File: src/rtl/sram_port_ctrl.sv
// sram_port_ctrl: single-port SRAM macro front end.
//   Accepts read/write requests on a valid/ready handshake and converts each
//   accepted request into one macro access in the same cycle. Read data comes
//   back from the macro one cycle after issue and is captured in a 2-entry
//   response FIFO. The FIFO is drained by a valid/ready consumer.
// Ports:
//   clk, rst_n          clock, async active-low reset
//   req_*               request channel (valid/ready, we, addr, wdata)
//   rsp_*               read response channel (valid/ready, rdata)
//   sram_cen/wen/a/d/q  macro access pins (active-low enables)
//   sram_ema..colldisn  static macro controls
//   busy                read in flight or response buffered
module sram_port_ctrl #(
  parameter int          AW       = 8,
  parameter int          DW       = 64,
  parameter logic [2:0]  EMA_VAL  = 3'b010,
  parameter logic [1:0]  EMAW_VAL = 2'b00
) (
  input  logic          clk,
  input  logic          rst_n,
  input  logic          req_valid,
  output logic          req_ready,
  input  logic          req_we,
  input  logic [AW-1:0] req_addr,
  input  logic [DW-1:0] req_wdata,
  output logic          rsp_valid,
  input  logic          rsp_ready,
  output logic [DW-1:0] rsp_rdata,
  output logic          sram_cen,
  output logic          sram_wen,
  output logic [AW-1:0] sram_a,
  output logic [DW-1:0] sram_d,
  input  logic [DW-1:0] sram_q,
  output logic [2:0]    sram_ema,
  output logic [1:0]    sram_emaw,
  output logic          sram_ten,
  output logic          sram_ret1n,
  output logic          sram_se,
  output logic          sram_dftrambyp,
  output logic          sram_colldisn,
  output logic          busy
);

  logic               run;         // low in reset, high from the first edge after release
  logic               rd_pend;     // macro read issued last edge, sram_q valid this cycle
  logic [1:0][DW-1:0] fifo_mem;
  logic               wptr, rptr;
  logic [1:0]         fifo_count;
  logic               accept, push, pop;
  logic [2:0]         rd_occ;

  assign pop    = rsp_valid & rsp_ready;
  assign push   = rd_pend;

  // Slots a new read would need: the read already in the macro plus buffered
  // entries, minus the one leaving this cycle. pop <= fifo_count, so no underflow.
  assign rd_occ = {2'b00, rd_pend} + {1'b0, fifo_count} - {2'b00, pop};

  // Reset gating goes through a flop so rst_n is never used as data.
  assign req_ready = run & (req_we | (rd_occ < 3'd2));
  assign accept    = req_valid & req_ready;

  assign sram_cen  = ~accept;
  assign sram_wen  = ~(accept & req_we);
  assign sram_a    = req_addr;
  assign sram_d    = req_wdata;

  assign sram_ema       = EMA_VAL;
  assign sram_emaw      = EMAW_VAL;
  assign sram_ten       = 1'b1;
  assign sram_ret1n     = 1'b1;
  assign sram_se        = 1'b0;
  assign sram_dftrambyp = 1'b0;
  assign sram_colldisn  = 1'b1;

  assign rsp_valid = (fifo_count != 2'd0);
  assign rsp_rdata = fifo_mem[rptr];
  assign busy      = rd_pend | (fifo_count != 2'd0);

  always_ff @(posedge clk or negedge rst_n) begin
    if (!rst_n) begin
      run        <= 1'b0;
      rd_pend    <= 1'b0;
      wptr       <= 1'b0;
      rptr       <= 1'b0;
      fifo_count <= 2'd0;
    end else begin
      run        <= 1'b1;
      rd_pend    <= accept & ~req_we;
      if (push) wptr <= ~wptr;
      if (pop)  rptr <= ~rptr;
      fifo_count <= fifo_count + {1'b0, push} - {1'b0, pop};
    end
  end

  // Payload needs no reset; occupancy is tracked by fifo_count.
  always_ff @(posedge clk) begin
    if (push) fifo_mem[wptr] <= sram_q;
  end

endmodule

File: config.mk
export PLATFORM = sky130hd
export DESIGN_NAME = sram_port_ctrl
export DESIGN_NICKNAME = d
export VERILOG_FILES = /design/src/rtl/sram_port_ctrl.sv
export SDC_FILE = /design/constraint.sdc
export NUM_CORES = 1
export LEC_CHECK = 0
export ABC_AREA = 1
export ABC_CLOCK_PERIOD_IN_PS = 9300
export CAP_MARGIN = 20
export CELL_PAD_IN_SITES_DETAIL_PLACEMENT = 0
export CELL_PAD_IN_SITES_GLOBAL_PLACEMENT = 1
export CORE_MARGIN = 3
export CORE_UTILIZATION = 32
export DETAILED_ROUTE_END_ITERATION = 10
export PLACE_DENSITY = 0.95
export RECOVER_POWER = 25
export SLEW_MARGIN = 20
export SYNTH_ARGS = -nofsm -noshare
export SYNTH_HDL_FRONTEND = slang
export SYNTH_SLANG_ARGS = --single-unit
File: constraint.sdc
create_clock -name clk -period 9.3 [get_ports clk]
set_clock_uncertainty 0.1 [all_clocks]
set_input_delay 1.395 -clock clk [delete_from_list [all_inputs] [get_ports clk]]
set_output_delay 1.395 -clock clk [all_outputs]
set_load 0.02 [all_outputs]
# --- Yosys cells after proc, flatten, opt, wreduce, memory -nomap -nowiden ---
# Index checks and enable logic that the tools add are counted.
totals:
  input_bits: 141
  regBits: 134
  wordCells: 34
  out_inout_bits: 151
op_classes:
  n_mux: 5
  n_bitwise: 12
  n_lt_le_gt_ge: 4
  addsub: 4
  reduce_logical: 2
op_table:
  columns: ["cell", "n"]
  rows:
  - ["64-bit 2-to-1 mux", 3]
  - ["128-bit bitwise mux", 1]
  - ["64-bit demux with 1-bit select", 1]
  - ["1-bit bitwise AND", 5]
  - ["1-bit NOT", 5]
  - ["1-bit by 2-bit less-than comparator with 1-bit output (second input constant)", 2]
  - ["1-bit by 2-bit adder with 3-bit output", 1]
  - ["3-bit by 2-bit less-than comparator with 1-bit output (second input constant)", 1]
  - ["3-bit by 1-bit subtractor with 3-bit output", 1]
  - ["2-bit by 1-bit adder with 2-bit output", 1]
  - ["1-bit OR", 2]
  - ["2-bit nonzero test", 1]
  - ["2-bit by 1-bit subtractor with 2-bit output", 1]
  - ["1-bit >= comparator (second input constant)", 1]
  - ["1-bit logical AND", 1]

# --- Longest topological paths before layout ---
# Gate-level depths: netlist (run 1).
depth:
  ltp_word: 9
  mapped_depth: 15
  mapped_depth_nobuf: 15

# --- Worst setup path before layout (run 1) ---
# OpenSTA, ideal clock, no wires.
synth_path:
  path_kind: "input -> output"
  from: "in rsp_ready"
  to: "out req_ready"
  required_time_ps: 7805
  arrival_time_ps: 3123
  cell_stages: 11
  slack_ps: 4682
  n_path_buf: 0
  path_cell_list: "nand2_1 -> inv_1 -> ha_1 -> inv_1 -> ha_1 -> inv_1 -> fa_1 -> nand2_1 -> inv_1 -> nand2_1 -> a21boi_0"
synth_via:
  elab_chain_len: 5
synth_lines:
  columns: ["item", "line_no", "rtl"]
  rows:
  - ["start: declaration", "27", "input logic rsp_ready,"]
  - ["1-bit bitwise AND", "52", "assign pop = rsp_valid & rsp_ready;"]
  - ["named net pop", "49", "logic accept, push, pop;"]
  - ["3-bit by 1-bit subtractor with 3-bit output", "57", "assign rd_occ = {2'b00, rd_pend} + {1'b0, fifo_count} - {2'b00, pop};"]
  - ["3-bit by 2-bit less-than comparator with 1-bit output", "60", "assign req_ready = run & (req_we | (rd_occ < 3'd2));"]
  - ["1-bit OR", "60", null]
  - ["1-bit bitwise AND", "60", null]
  - ["end: declaration", "22", "output logic req_ready,"]
# The timed path passes the listed nets, and every way through them passes these cells.

# --- Worst setup path in the final report (run 1) ---
# Ends and elaborated chain as after synthesis.

==> results.yml, run 1 <==
global_routing:
  antenna_found_initial: 1
  first_global_vias: 3366
  grt_max_degree: 65
  track_usage: 0.123
  gr-total-overflow: 0
  grt_pass1_wl_microns: 18100
sta:
  relSlewSlack: 0.130
  slew_violations: 0
  fin_ws_ps: 3800
  tns_ps: 0
  worst_pin_slew_ps: 1300
  rsz0062_at_grt: "no"
  period_share: 0.591
  fmax_mhz: 182
  period_needed_ps: 5500
  finalSetupViolCount: 0
  hold_viol_final: 0
clocking:
  htreeDepth: 4
  cts_buffers: 17
  cts_tree: "yes"
  cts.reportedPaths.clkPinSlew_ps: 60
  clock_latency_ps: 410
  clock_sinks: 134
  cts_resized: 0
  cts-hold-fix-buffers: 0
  postCtsSetupBuffers: 0
  root_buffer: "clkbuf_16"
  clockBufferDepth: 2
floorplan:
  dieArea_sq_um: 19300
  row_count: 48
  die_w_microns: 139
  initial_core_util: 0.327
  coreArea_sq_um: 17300
  die_y_microns: 139
  io_pins: 292
setup_path:
  worstSetupStartpointType: "input pin"
  critPathRequiredTime_ps: 7810
  crit_type: "input pin to primary output"
  end_kind: "primary output"
  rrSetupSlack_ps: 6810
  cp.arrival_ps: 4000
  path_max_fanout: 2
routing:
  wl_per_cell_microns: 15.2
  via_per_inst: 4.23
  wirelength_microns: 11600
  drcViolationCount: 0
  drt_iter0_drc: 73
  drtAntennaViolNets: 0
  vias: 3245
  firstDrtPassIters: 4
logic_synthesis:
  synth_edf_count: 128
  synth_top_area_frac: 0.679
  synthArstFlopShare: 0.0448
  synth_warnings: 0
  syn_inst: 457
  synth_area_sq_um: 5660
  seq_area_frac_synth: 0.705
  synth_area_leaders: "edfxtp_1 68%, nand2_1 13%, buf_4 11%"
  yosysTopAreaCell: "edfxtp_1"
  synth.distinct_cells: 16
  synth.avg_cell_area_sq_um: 12.4
  synth_seq_cells: 134
  synthTopCellsByCount: "199 x nand2_1, 128 x edfxtp_1, 83 x buf_4"
  synthFlopType: "edfxtp_1"
  yosys.cell_count.top_type: "nand2_1"
place:
  place_hpwl_microns: 7400
  place_ws_ps: 3820
  port_buffers: 137
  place_congestion: 0.708
flow_run:
  maxCapViolations: 0
power:
  ir_drop_uv: 190
  power_density_nw_per_um2: 298
  power_leakage_uw: 0.00279
  totalPowerFinal_uw: 2150
cells_and_area:
  multi_input_area_sq_um: 898
  final.fill_count: 1590
  drive_above_1_share: 0.0647
  final-seq-area_sq_um: 4000
  layout.nets: 674
  utilization: 0.417
  area_growth_pct: 27.4
run_status:
  outcome: "finished clean"
worst_hold_path:
  hold_class: "flop to flop"
[placed cells by master, fill, tap and decap left out]
cell / count
dlygate4sd3_1: 35
bufinv_16: 3
diode_2: 1
fa_1: 1
clkinv_1: 1
inv_2: 1
nor2_4: 1
nor2_1: 2
inv_6: 1
dfrtp_1: 5
clkbuf_16: 17
clkdlybuf4s50_1: 102
clkinv_2: 1
conb_1: 11
clkbuf_1: 1
a21boi_0: 1
edfxtp_1: 128
clkinv_4: 3
dfrtp_2: 1
clkinvlp_4: 3
buf_4: 4
ha_1: 2
inv_1: 12
xor2_1: 2
nand2_1: 199
nand4_1: 1
nand3_1: 3
[worst paths after layout]
check / start / to / cells past startpoint
worst max-delay path: rsp_ready / req_ready / 13
worst min-delay path: push / wptr / 1
worst max register to register: wptr / fifo_mem[123] / 3
worst min register to register: push / wptr / 1
max in group asynchronous: rst_n / rptr / 1
min in group asynchronous: rst_n / push / 1
[metal layers]
layer  vias up  share of wire  global-route usage
li1       1546              -                   -
met4         0          0.055              0.0814
met5         -              0                   0
met2       148           0.47               0.191
met1      1494           0.39               0.135
met3        57          0.084              0.0566
[registers in the layout, summed over array words and instances, names as in the netlist]
signal,flops
wptr,1
fifo_count,2
push,1
run,1
fifo_mem,128
rptr,1
[report_power, final]
group | total, uW | internal, uW | leakage [uW] | switching [uW]
sequential | 729 | 714 | 0.00122 | 15.4
combinational | 751 | 305 | 0.00129 | 446
clock | 667 | 419 | 0.000276 | 249
[final cells by class]
cell class,count,area share
flip-flops and latches,134,0.554
repair buffers,141,0.194
multi-input cells,223,0.125
clock buffers,18,0.0595
well taps,225,0.0390
clock inverters,12,0.0217
inverters,13,0.00676
diodes,1,0.000347
[stage by stage]
step	hold slack, ps	instance area (sq um)	instances
finish	396	7210	767
global route	436	7210	767
detailed placement	378	6630	736
floorplan	360	5700	466
global placement	375	6630	736
CTS	403	7210	766
[critical path: stages]
cell and delay [ps]:
clkdlybuf4s50_1 460, nand2_1 80, inv_1 70, ha_1 220
inv_1 50, ha_1 130, inv_1 50, fa_1 500
nand2_1 80, inv_1 50, nand2_1 60, a21boi_0 200
clkdlybuf4s50_1 660
[cell families (layout without fill, tap and decap cells)]
logic type / count (synthesis) / in the layout / share of synthesized area
AO/OA/AOI/OAI: 1 / 1 / 0.00133
XOR/XNOR: 2 / 2 / 0.00309
adder cells (fa/ha/maj): 3 / 3 / 0.00796
buffers and inverters: 109 / 184 / 0.143
flip-flops: 134 / 134 / 0.705
other: 2 / 12 / 0.00133
AND/OR/NAND/NOR: 206 / 206 / 0.138
(Power assumes the default switching activity.)
==> run 2: changes to the inputs <==
--- a/config.mk
+++ b/config.mk
@@ -6,14 +6,14 @@
 export NUM_CORES = 1
 export LEC_CHECK = 0
 export ABC_AREA = 1
-export ABC_CLOCK_PERIOD_IN_PS = 9300
+export ABC_CLOCK_PERIOD_IN_PS = 5600
 export CAP_MARGIN = 20
 export CELL_PAD_IN_SITES_DETAIL_PLACEMENT = 0
 export CELL_PAD_IN_SITES_GLOBAL_PLACEMENT = 1
 export CORE_MARGIN = 3
-export CORE_UTILIZATION = 32
+export CORE_UTILIZATION = 30
 export DETAILED_ROUTE_END_ITERATION = 10
-export PLACE_DENSITY = 0.95
+export PLACE_DENSITY = 0.93
 export RECOVER_POWER = 25
 export SLEW_MARGIN = 20
 export SYNTH_ARGS = -nofsm -noshare
==> constraint.sdc (replaced) <==
create_clock -name clk -period 5.6 [get_ports clk]
set_clock_uncertainty 0.1 [all_clocks]
set_input_delay 0.84 -clock clk [delete_from_list [all_inputs] [get_ports clk]]
set_output_delay 0.84 -clock clk [all_outputs]
set_load 0.02 [all_outputs]
==> results.yml, run 2 (synthesis gave the netlist of run 1 again) <==
setup_path:
  rrSetupSlack_ps: 3370
  cp_num_buf_inv: 6
  critPathMostFrequentCell: "inv_1"
  path_max_fanout: 2
  end_kind: "primary output"
  critical_path.top_delay_family: "buffers and inverters"
  crit_type: "input pin to primary output"
  cp.arrival_ps: 3360
  crit_path_top_delay_cell: "clkdlybuf4s50_1"
  slowest_delay_ps: 630
  worstPathCellList: "clkdlybuf4s50_1 -> nand2_1 -> inv_1 -> ha_1 -> inv_1 -> ha_1 -> inv_1 -> fa_1 -> nand2_1 -> inv_1 -> nand2_1 -> a21boi_0 -> clkdlybuf4s50_1"
  critPathRequiredTime_ps: 4660
  worstSetupStartpointType: "input pin"
sta:
  fmax_mhz: 233
  period_needed_ps: 4300
  rsz0062_at_grt: "no"
  worst_pin_slew_ps: 906
  tns_ps: 0
  hold_viol_final: 0
  finalSetupViolCount: 0
  slew_violations: 0
  period_share: 0.768
  relSlewSlack: 0.394
place:
  place_congestion: 0.674
  port_buffers: 137
  place_hpwl_microns: 7890
  place_inst: 740
routing:
  wirelength_microns: 11800
  drcViolationCount: 0
  via_per_inst: 4.19
  drtAntennaViolNets: 0
  wl_per_cell_microns: 15.2
  vias: 3232
  drt_iter0_drc: 98
  firstDrtPassIters: 4
power:
  ir_drop_uv: 263
  power_density_nw_per_um2: 500
  power_leakage_uw: 0.00283
clocking:
  cts_tree: "yes"
  clock_latency_ps: 400
  postCtsSetupBuffers: 0
  cts-hold-fix-buffers: 0
  clock_sinks: 134
  root_buffer: "clkbuf_16"
  cts_buffers: 17
  htreeDepth: 4
  clockBufferDepth: 2
  cts.reportedPaths.clkPinSlew_ps: 50
  cts_resized: 0
global_routing:
  grt_max_degree: 65
  first_global_vias: 3380
  track_usage: 0.117
  grt_pass1_wl_microns: 18100
  gr-total-overflow: 0
  antenna_found_initial: 2
cells_and_area:
  layout.nets: 674
  layout.cells.non_filler: 772
  antenna_cells: 0
  layout_commonest_cell: "nand2_1"
  final.fill_count: 1715
  layout_common_cells: "199 x nand2_1, 128 x edfxtp_1, 88 x clkdlybuf4s50_1, 49 x dlygate4sd3_1, 17 x clkbuf_16"
  area_growth_pct: 28.3
  regMostFlops: "fifo_mem"
  top_regs: "fifo_mem x128, fifo_count x2"
  drive_above_1_share: 0.0681
  multi_input_area_sq_um: 898
  utilization: 0.398
  final-seq-area_sq_um: 4000
  largest_reg_flops: 128
worst_hold_path:
  hold_class: "flop to flop"
run_status:
  outcome: "finished clean"
floorplan:
  io_pins: 292
  die_w_microns: 143
  row_count: 49
  dieArea_sq_um: 20600
  die_y_microns: 143
  initial_core_util: 0.310
  coreArea_sq_um: 18300
flow_run:
  maxCapViolations: 0
-- run 2: changes by cell type in the layout (fill, tap and decap cells not counted), sizes merged --
cell           change
clkinv             +2
clkinvlp           -2
bufinv             +2
clkdlybuf4s50     -14
dlygate4sd3       +14
diode              -1
-- run 2: cell type report --
cell class | count | area share
clock inverters | 14 | 0.0284
flip-flops and latches | 134 | 0.550
multi-input cells | 223 | 0.124
well taps | 229 | 0.0394
inverters | 13 | 0.00672
repair buffers | 141 | 0.193
clock buffers | 18 | 0.0591
-- run 2: power breakdown --
group / leakage [uW] / internal, uW / switching [uW] / total, uW
registers: 0.00122 / 1190 / 24.7 / 1210
logic: 0.00130 / 503 / 735 / 1240
clock network: 0.000309 / 787 / 400 / 1190
total: 0.00283 / 2480 / 1160 / 3640
-- run 2: worst paths after layout --
kind,endpoint,from,cells past startpoint
worst max-delay path,req_ready,rsp_ready,13
worst min-delay path,wptr,push,1
worst max register to register,fifo_mem[3],push,3
worst min register to register,wptr,push,1
max in group asynchronous,rptr,rst_n,1
min in group asynchronous,fifo_count[0],rst_n,1
-- run 2: worst reg2reg max path, stage by stage (launching register included) --
cell	delay [ps]
dfrtp_1	370
inv_1	110
nor2_4	690
buf_4	590
-- run 2: metrics by stage --
step / area [sq um] / total power [uW] / worst slack (ps) / hold slack [ps]
2_1_floorplan: 5700 / 2050 / 1900 / 360
3_3_place_gp: 6630 / 2490 / 1350 / 369
3_5_place_dp: 6630 / 2500 / 1280 / 377
4_1_cts: 7270 / 3710 / 1270 / 383
5_1_grt: 7270 / 3860 / 1040 / 413
6_report: 7270 / 3640 / 1300 / 382
-- run 2: layer usage --
| layer | up-vias | share of wire | global-route usage |
|---|---|---|---|
| met3 | 57 | 0.084 | 0.0516 |
| met4 | 4 | 0.053 | 0.0748 |
| met5 | - | 0.0018 | 0 |
| met1 | 1504 | 0.37 | 0.123 |
| met2 | 111 | 0.49 | 0.192 |
| li1 | 1556 | - | - |
